$ cat config.mk
export PLATFORM = sky130hd
export DESIGN_NAME = julia_iter
export DESIGN_NICKNAME = d
export VERILOG_FILES = /design/src/rtl/julia_iter.sv
export SDC_FILE = /design/constraint.sdc
export NUM_CORES = 2
export LEC_CHECK = 0
export ABC_CLOCK_PERIOD_IN_PS = 12900
export BUFFER_PORTS_ARGS = -buffer_cell sky130_fd_sc_hd__buf_2
export CAP_MARGIN = 5
export CORE_MARGIN = 2
export CORE_UTILIZATION = 35
export CTS_BUF_LIST = sky130_fd_sc_hd__clkbuf_4
export CTS_CLUSTER_SIZE = 24
export DETAILED_ROUTE_END_ITERATION = 7
export HOLD_SLACK_MARGIN = 0.06
export PLACE_DENSITY_LB_ADDON = 0.08
export SLEW_MARGIN = 20
export SYNTH_ARGS = -nofsm -noshare
export SYNTH_HDL_FRONTEND = slang
export SYNTH_SLANG_ARGS = --single-unit
$ cat constraint.sdc
create_clock -name clk -period 12.9 [get_ports clk]
set_input_delay 1.935 -clock clk [delete_from_list [all_inputs] [get_ports clk]]
set_output_delay 1.935 -clock clk [all_outputs]
set_load 0.005 [all_outputs]
$ cat src/rtl/julia_iter.sv
// Escape-time iteration engine: iterates z <- z^2 + c in signed fixed point, one step per clock.
// Optional macro JULIA_ITER_STATS_EN adds the 32-bit iter_cycles activity counter port.
module julia_iter #(
    parameter int unsigned W        = 18,
    parameter int unsigned FRAC     = 14,
    parameter int unsigned MAX_ITER = 12,
    parameter int unsigned TAG_W    = 17
) (
    input  logic                clk,
    input  logic                rst,
    input  logic                in_valid,
    output logic                in_ready,
    input  logic signed [W-1:0] z0_re,
    input  logic signed [W-1:0] z0_im,
    input  logic signed [W-1:0] c_re,
    input  logic signed [W-1:0] c_im,
    input  logic [TAG_W-1:0]    in_tag,
    output logic                out_valid,
    input  logic                out_ready,
    output logic [7:0]          out_value,
    output logic [TAG_W-1:0]    out_tag
`ifdef JULIA_ITER_STATS_EN
    ,
    output logic [31:0]         iter_cycles
`endif
);

    localparam int unsigned PW  = 2 * W;
    localparam int unsigned EW  = 2 * W + 1;
    localparam int unsigned CNW = 8;
    // Squared-magnitude escape threshold 4.0 at the product scale 2^(2*FRAC).
    localparam logic signed [EW-1:0] ESC_LIM = EW'(64'd4 << (2 * FRAC));

    typedef enum logic [1:0] {
        IDLE = 2'd0,
        ITER = 2'd1,
        DONE = 2'd2
    } state_t;

    state_t                 state_q, state_d;
    logic signed [W-1:0]    zr_q, zr_d, zi_q, zi_d;
    logic signed [W-1:0]    cr_q, cr_d, ci_q, ci_d;
    logic [TAG_W-1:0]       tag_q, tag_d;
    logic [CNW-1:0]         count_q, count_d;
    logic [CNW-1:0]         out_value_q, out_value_d;
    logic [TAG_W-1:0]       out_tag_q, out_tag_d;

    logic signed [PW-1:0]   rr_c, ii_c, ri_c;
    logic signed [EW-1:0]   mag_c, diff_c, ri2_c;
    logic                   escape_c;

    // Full-precision products and escape test on the current z.
    always_comb begin
        rr_c     = PW'(zr_q) * PW'(zr_q);
        ii_c     = PW'(zi_q) * PW'(zi_q);
        ri_c     = PW'(zr_q) * PW'(zi_q);
        mag_c    = EW'(rr_c) + EW'(ii_c);
        diff_c   = EW'(rr_c) - EW'(ii_c);
        ri2_c    = EW'(ri_c) + EW'(ri_c);
        escape_c = (mag_c > ESC_LIM);
    end

    always_ff @(posedge clk) begin
        if (rst) begin
            state_q     <= IDLE;
            zr_q        <= '0;
            zi_q        <= '0;
            cr_q        <= '0;
            ci_q        <= '0;
            tag_q       <= '0;
            count_q     <= '0;
            out_value_q <= '0;
            out_tag_q   <= '0;
        end else begin
            state_q     <= state_d;
            zr_q        <= zr_d;
            zi_q        <= zi_d;
            cr_q        <= cr_d;
            ci_q        <= ci_d;
            tag_q       <= tag_d;
            count_q     <= count_d;
            out_value_q <= out_value_d;
            out_tag_q   <= out_tag_d;
        end
    end

    always_comb begin
        state_d     = state_q;
        zr_d        = zr_q;
        zi_d        = zi_q;
        cr_d        = cr_q;
        ci_d        = ci_q;
        tag_d       = tag_q;
        count_d     = count_q;
        out_value_d = out_value_q;
        out_tag_d   = out_tag_q;
        case (state_q)
            IDLE: begin
                if (in_valid) begin
                    zr_d    = z0_re;
                    zi_d    = z0_im;
                    cr_d    = c_re;
                    ci_d    = c_im;
                    tag_d   = in_tag;
                    count_d = '0;
                    state_d = ITER;
                end
            end
            ITER: begin
                if (escape_c) begin
                    out_value_d = count_q;
                    out_tag_d   = tag_q;
                    state_d     = DONE;
                end else if (count_q == CNW'(MAX_ITER)) begin
                    out_value_d = CNW'(MAX_ITER);
                    out_tag_d   = tag_q;
                    state_d     = DONE;
                end else begin
                    // Truncating shifts and W-bit wrap are the defined arithmetic.
                    zr_d    = W'(diff_c >>> FRAC) + cr_q;
                    zi_d    = W'(ri2_c >>> FRAC) + ci_q;
                    count_d = count_q + CNW'(1);
                end
            end
            DONE: begin
                if (out_ready) begin
                    state_d = IDLE;
                end
            end
            default: begin
                state_d = IDLE;
            end
        endcase
    end

    assign in_ready  = (state_q == IDLE) && !rst;
    assign out_valid = (state_q == DONE);
    assign out_value = out_value_q;
    assign out_tag   = out_tag_q;

`ifdef JULIA_ITER_STATS_EN
    logic [31:0] iter_cycles_q;

    // Counts every clock spent iterating, independent of the handshakes.
    always_ff @(posedge clk) begin
        if (rst) begin
            iter_cycles_q <= '0;
        end else if (state_q == ITER) begin
            iter_cycles_q <= iter_cycles_q + 32'd1;
        end
    end

    assign iter_cycles = iter_cycles_q;
`endif

endmodule
=== Word-level counts from Yosys, hierarchy flattened ===
Index checks and enable logic that the tools add are counted.
Widths: inputs -> output; s select.

* Flip-flop bits (word level): 124
* Logic and storage cells: 57
* Output and inout port bits: 27
* Input port bits: 93

* Multiplexer cells: 21
* Magnitude comparators: 1
* Eq/ne operators: 8
* Reductions and logical operators: 9
* Add/sub/neg operators: 6
* $mul: 3

{| class="wikitable"
|+ Operators with widths
! kind !! number
|-
| $mux 18 || 6
|-
| $mul 18x18->36 || 2
|-
| $pmux 18 s2 || 2
|-
| $mux 8 || 5
|-
| $add 36x36->37 || 1
|-
| $gt 37x32->1 const B || 1
|-
| $add 18x18->18 || 2
|-
| $mux 17 || 2
|-
| $add 32x32->32 || 1
|-
| $mul 18x18->32 || 1
|-
| $sub 32x32->32 || 1
|-
| $pmux 8 s2 || 1
|-
| $add 8x1->8 const B || 1
|-
| $eq 8x4->1 const B || 1
|-
| $mux 2 || 4
|-
| $ne 2x2->1 const B || 3
|-
| $pmux 2 s3 || 1
|-
| $reduce_and 2->1 || 2
|-
| $reduce_and 4->1 || 1
|-
| $reduce_bool 2->1 || 2
|-
| $ne 3x3->1 const B || 1
|-
| $reduce_and 3->1 || 1
|-
| $eq 2x1->1 const B || 1
|-
| $eq 2x2->1 const B || 1
|-
| 4 further kinds || 4
|}

=== Logic depth before layout (Yosys ltp) ===
* Depth after elaboration: 6
* Depth in mapped cells: 47
* Gate-level depth less buffers: 44

=== Worst setup path before layout ===
Ideal clock, no wire load.

* Path type: register -> register
* Start: register zi_q[17]
* End: register out_tag_q[10], in the netlist out_tag[10]
* Setup time: 128 ps
* Clock period less this slack: 9469 ps
* Required time: 12772 ps
* Cell stages (with the launch flop): 38
* Arrival time: 9341 ps
* Path slack: 3431 ps
* Path buffers: 4
* Cell sequence: dfxtp_1 -> clkbuf_1 -> clkbuf_1 -> nand2_1 -> fa_1 -> inv_1 -> fa_1 -> ha_1 -> inv_1 -> fa_1 -> inv_1 -> fa_1 -> inv_1 -> fa_1 -> inv_1 -> ha_1 -> nand2_1 -> or4_1 -> [2 not listed] -> xnor2_1 -> ha_1 -> clkbuf_1 -> a21oi_1 -> nand2_1 -> nor4b_1 -> o31ai_1 -> a2111oi_0 -> nand4_1 -> or4_1 -> nor3_1 -> o22ai_1 -> nor4_2 -> a21oi_2 -> o21ai_4 -> buf_6 -> mux2i_1 -> nor2_1

* Cells in the longest elaborated chain, start to end: 5
* Elaborated cells on any way between the ends: 6
* Classes of those cells: add/sub: 1; mul: 1; order compare: 1; mux: 1; reduce/logical: 2

{| class="wikitable"
|+ RTL lines
! what !! line !! text
|-
| start, declared || 41 || <nowiki>logic signed [W-1:0] zr_q, zr_d, zi_q, zi_d;</nowiki>
|-
| start signal, assigned || 77 || <nowiki>zi_q <= zi_d;</nowiki>
|-
| $mul 18x18->36 (*) || 55 || <nowiki>ii_c = PW'(zi_q) * PW'(zi_q);</nowiki>
|-
| $add 36x36->37 (*) || 57 || <nowiki>mag_c = EW'(rr_c) + EW'(ii_c);</nowiki>
|-
| $gt 37x32->1 (*) || 60 || <nowiki>escape_c = (mag_c > ESC_LIM);</nowiki>
|-
| $reduce_bool 2->1 (no source line) || - ||
|-
| $reduce_and 2->1 (no source line) || - ||
|-
| end signal, assigned || 83 || <nowiki>out_tag_q <= out_tag_d;</nowiki>
|-
| end, declared || 46 || <nowiki>logic [TAG_W-1:0] out_tag_q, out_tag_d;</nowiki>
|}

Every way passes the cells marked *; elsewhere a longest branch is shown, timed or not.
A chain may end at the register's enable or synchronous reset.

=== Worst setup path after layout ===
* Start: register zr_q[1]
* End: register zr_q[10]

* Cells in the longest elaborated chain, start to end: 6
* Elaborated cells on any way between the ends: 10
* Classes of those cells: add/sub: 3; mul: 1; order compare: 1; eq/ne: 1; mux: 3; reduce/logical: 1

{| class="wikitable"
|+ RTL lines
! what !! line !! text
|-
| start, declared || 41 ||
|-
| start signal, assigned || 76 || <nowiki>zr_q <= zr_d;</nowiki>
|-
| $mul 18x18->36 (*) || 54 || <nowiki>rr_c = PW'(zr_q) * PW'(zr_q);</nowiki>
|-
| branches (longest 5 deep; another with $add 36x36->37) || - ||
|}

Mark *: on every way between the ends. The select of a mux whose other input is x is not followed.

==> flow_metrics.env <==
export IMPL_tightest_slew_ns=1.16
export IMPL_drt_iter0_markers=1528
export IMPL_die_width_um=347
export IMPL_cts_tree="built"
export IMPL_worst_path_most_repeated_cell="inv_1"
export IMPL_post_route_cell_area_um2=43800
export IMPL_clk_path_buf_depth=2
export IMPL_hold_buffers=0
export IMPL_ios=120
export IMPL_vias_per_cell=4.81
export IMPL_ant_nets=0
export IMPL_crit_type="reg -> reg"
export IMPL_crit_fanout=53
export IMPL_cp_required_ns=13.42
export IMPL_track_usage_pct=20.8
export IMPL_yosysWarnings=0
export IMPL_wire_per_inst_um=19.2
export IMPL_endpoint_kind="register"
export IMPL_min_period_ns=12.03
export IMPL_cts_made_buffers=17
export IMPL_h_tree_depth=4
export IMPL_gp_congestion=0.842
export IMPL_syn_instance_count=4735
export IMPL_antenna_found_initial=4
export IMPL_yosys_cell_count_top_type="inv_1"
export IMPL_r2r_start="zr_q[1]"
export IMPL_critPathLaunchType="register"
export IMPL_hold_path_class="reg -> reg"
export IMPL_skew_ns=0.0326
export IMPL_grt_max_degree=69
export IMPL_fmax_ghz=0.0831
export IMPL_synth_ff_type="dfxtp_1"
export IMPL_grt_pass1_wl_um=192000
export IMPL_clk_pin_slew_ns=0.16
export IMPL_drc=0
export IMPL_post_route_period_util_pct=93.3
export IMPL_fillers=12200
export IMPL_max_stage_delay_ns=0.87
export IMPL_clock_latency_ns=0.65
export IMPL_numPortBuffers=119
export IMPL_cts_resized=0
export IMPL_maxCapViolations=0
export IMPL_synthArstFlopShare_pct=0
export IMPL_synth_area_per_cell_um2=8.70
export IMPL_place_area_um2=43500
export IMPL_hold_violations=0
export IMPL_cp_slowest_cell="dfxtp_1"
export IMPL_hpwl_um=103000
export IMPL_r2r_end="zr_q[10]"
export IMPL_reg2reg_setup_slack_ns=0.87
export IMPL_core_um2=117000
export IMPL_final_nets=6119
export IMPL_synth_edf_count=0
export IMPL_holdWs_ns=0.464
export IMPL_min_from="tag_q[2]"
export IMPL_synth_seq_cells=124
export IMPL_start_util_pct=35.4
export IMPL_postCtsSetupBuffers=0
export IMPL_drive_gt1_share_pct=5.64
export IMPL_synthesis_nets=6101
export IMPL_synth_top_area_share_pct=42.8
export IMPL_clockRootBuffer="clkbuf_4"
export IMPL_via_count=30300
export IMPL_ys_types=80
export IMPL_outcome="finished, final reports clean"
export IMPL_synth_top_area_cell="fa_1"
export IMPL_die_y_um=347
export IMPL_syn2layout_area_growth_pct=6.44
export IMPL_yosys_top_cells_count="1,153 x inv_1, 880 x fa_1, 556 x nand2_1"
export IMPL_rows=125
export IMPL_relSlewSlack_pct=22.2
export IMPL_yosys_top_cells_area="fa_1 43%, ha_1 12%, inv_1 11%"
export IMPL_overflow=0
export IMPL_ff2ff_path_depth=37
export IMPL_syn_area_um2=41200
export IMPL_hold_end="tag_q[2]"
export IMPL_drt_pass1_iter_count=5
export IMPL_setup_viol=0
export IMPL_arrival_ns=12.55
export IMPL_hold_depth=2
export IMPL_fin_setup_tns_ns=0
export IMPL_cts_sinks=124
export IMPL_slew_violations=0
export IMPL_die_area_um2=120000
export IMPL_grt_pass1_vias=32200
export IMPL_routed_wl_um=121000
export IMPL_rsz0062_at_grt="no"
export IMPL_ys_seq_area_share_pct=6.03
[layer usage]
layer	share of wire (%)	routed length [µm]	global-route usage, %	up-vias
met1	47	56800	29.7	15400
met3	3.3	3960	1.60	50
li1	-	-	-	14300
met5	0.017	21	0	-
met4	1.4	1670	3.49	4
met2	48	58600	35.0	487
[critical path: cells and delay by family, from the launching register on]
family	cells	cell delay (ns)
AOI/OAI and AO/OA	9	2.53
muxes	1	0.23
adders and majority gates	8	3.84
and+or+nand+nor	10	2.55
DFF	1	0.87
xor gates and xnor gates	1	0.25
buffers and inverters	8	1.53
[final cells by class]
type / count / area [µm²] / share of cell area, %
Inverter: 1163 / 4370 / 9.96
Multi-Input combinational cell: 3245 / 33600 / 76.5
Sequential cell: 124 / 2480 / 5.66
Clock inverter: 15 / 163 / 0.371
Timing Repair Buffer: 202 / 1230 / 2.81
Tap cell: 1524 / 1910 / 4.35
Antenna cell: 3 / 7.51 / 0.0171
Clock buffer: 17 / 128 / 0.291
[cells by family after synthesis]
group	count (synthesis)	share of synthesized area, %
mux	28	0.699
fa+ha+maj	1273	54.7
buf+inv	1366	12.5
simple gates	1208	13.4
xor+xnor	194	4.12
compound gates	542	8.56
flops	124	6.03
[through the flow]
step / utilization (%) / instances / setup WS (ns)
after floorplan: - / 4735 / 3.43
after global placement: 37.4 / 6258 / 1.13
after detailed placement: 37.4 / 6258 / 0.935
after CTS: 37.6 / 6290 / 0.845
after global routing: 37.6 / 6291 / 0.0852
final: 37.6 / 6293 / 0.870
[placed cells by master, fill, tap and decap left out, types with 7 or more instances in the layout]
cell type and n:
o211ai_1 16, o31ai_1 13, nand2b_1 32, a31oi_1 13, inv_6 7, nand3_1 31, nand4_1 18, or3_1 9
and3_1 16, buf_2 118, a211oi_1 33, dfxtp_1 124, clkinv_1 7, a311oi_1 11, xor2_1 52, fa_1 880
nor4_1 11, xnor2_1 142, nor2b_1 20, a21oi_1 192, o22ai_1 7, inv_1 1153, o21bai_1 31, a22oi_1 11
mux2i_1 25, buf_4 83, and2_1 178, a211o_1 8, o21a_1 23, nand2_1 555, nor2_1 257, o21ai_0 74
clkbuf_4 17, nor3_1 41, ha_1 393, a21o_1 43, nand3b_1 7
[registers in the layout (all words and copies together) (netlist names)]
signal	flops
ci_q	18
cr_q	18
zi_q	18
zr_q	18
out_tag	17
tag_q	17
count_q	8
out_value	8
state_q	2
[how the worst max path moves through the flow]
stage,start,to,slack [ns],cells after the start
final,zr_q[1],zr_q[10],0.87,37
after global routing,zr_q[1],zi_q[12],0.09,37
after CTS,zr_q[1],out_tag[4],0.85,37
after detailed placement,zr_q[1],out_tag[3],0.93,37
after global placement,zr_q[1],out_tag[3],1.13,37
after floorplan,zi_q[17],out_tag[10],3.43,37
Power is left out: the tool's default activity adds up to more than one toggle a clock period on the data nets, which glitch-free logic cannot reach.
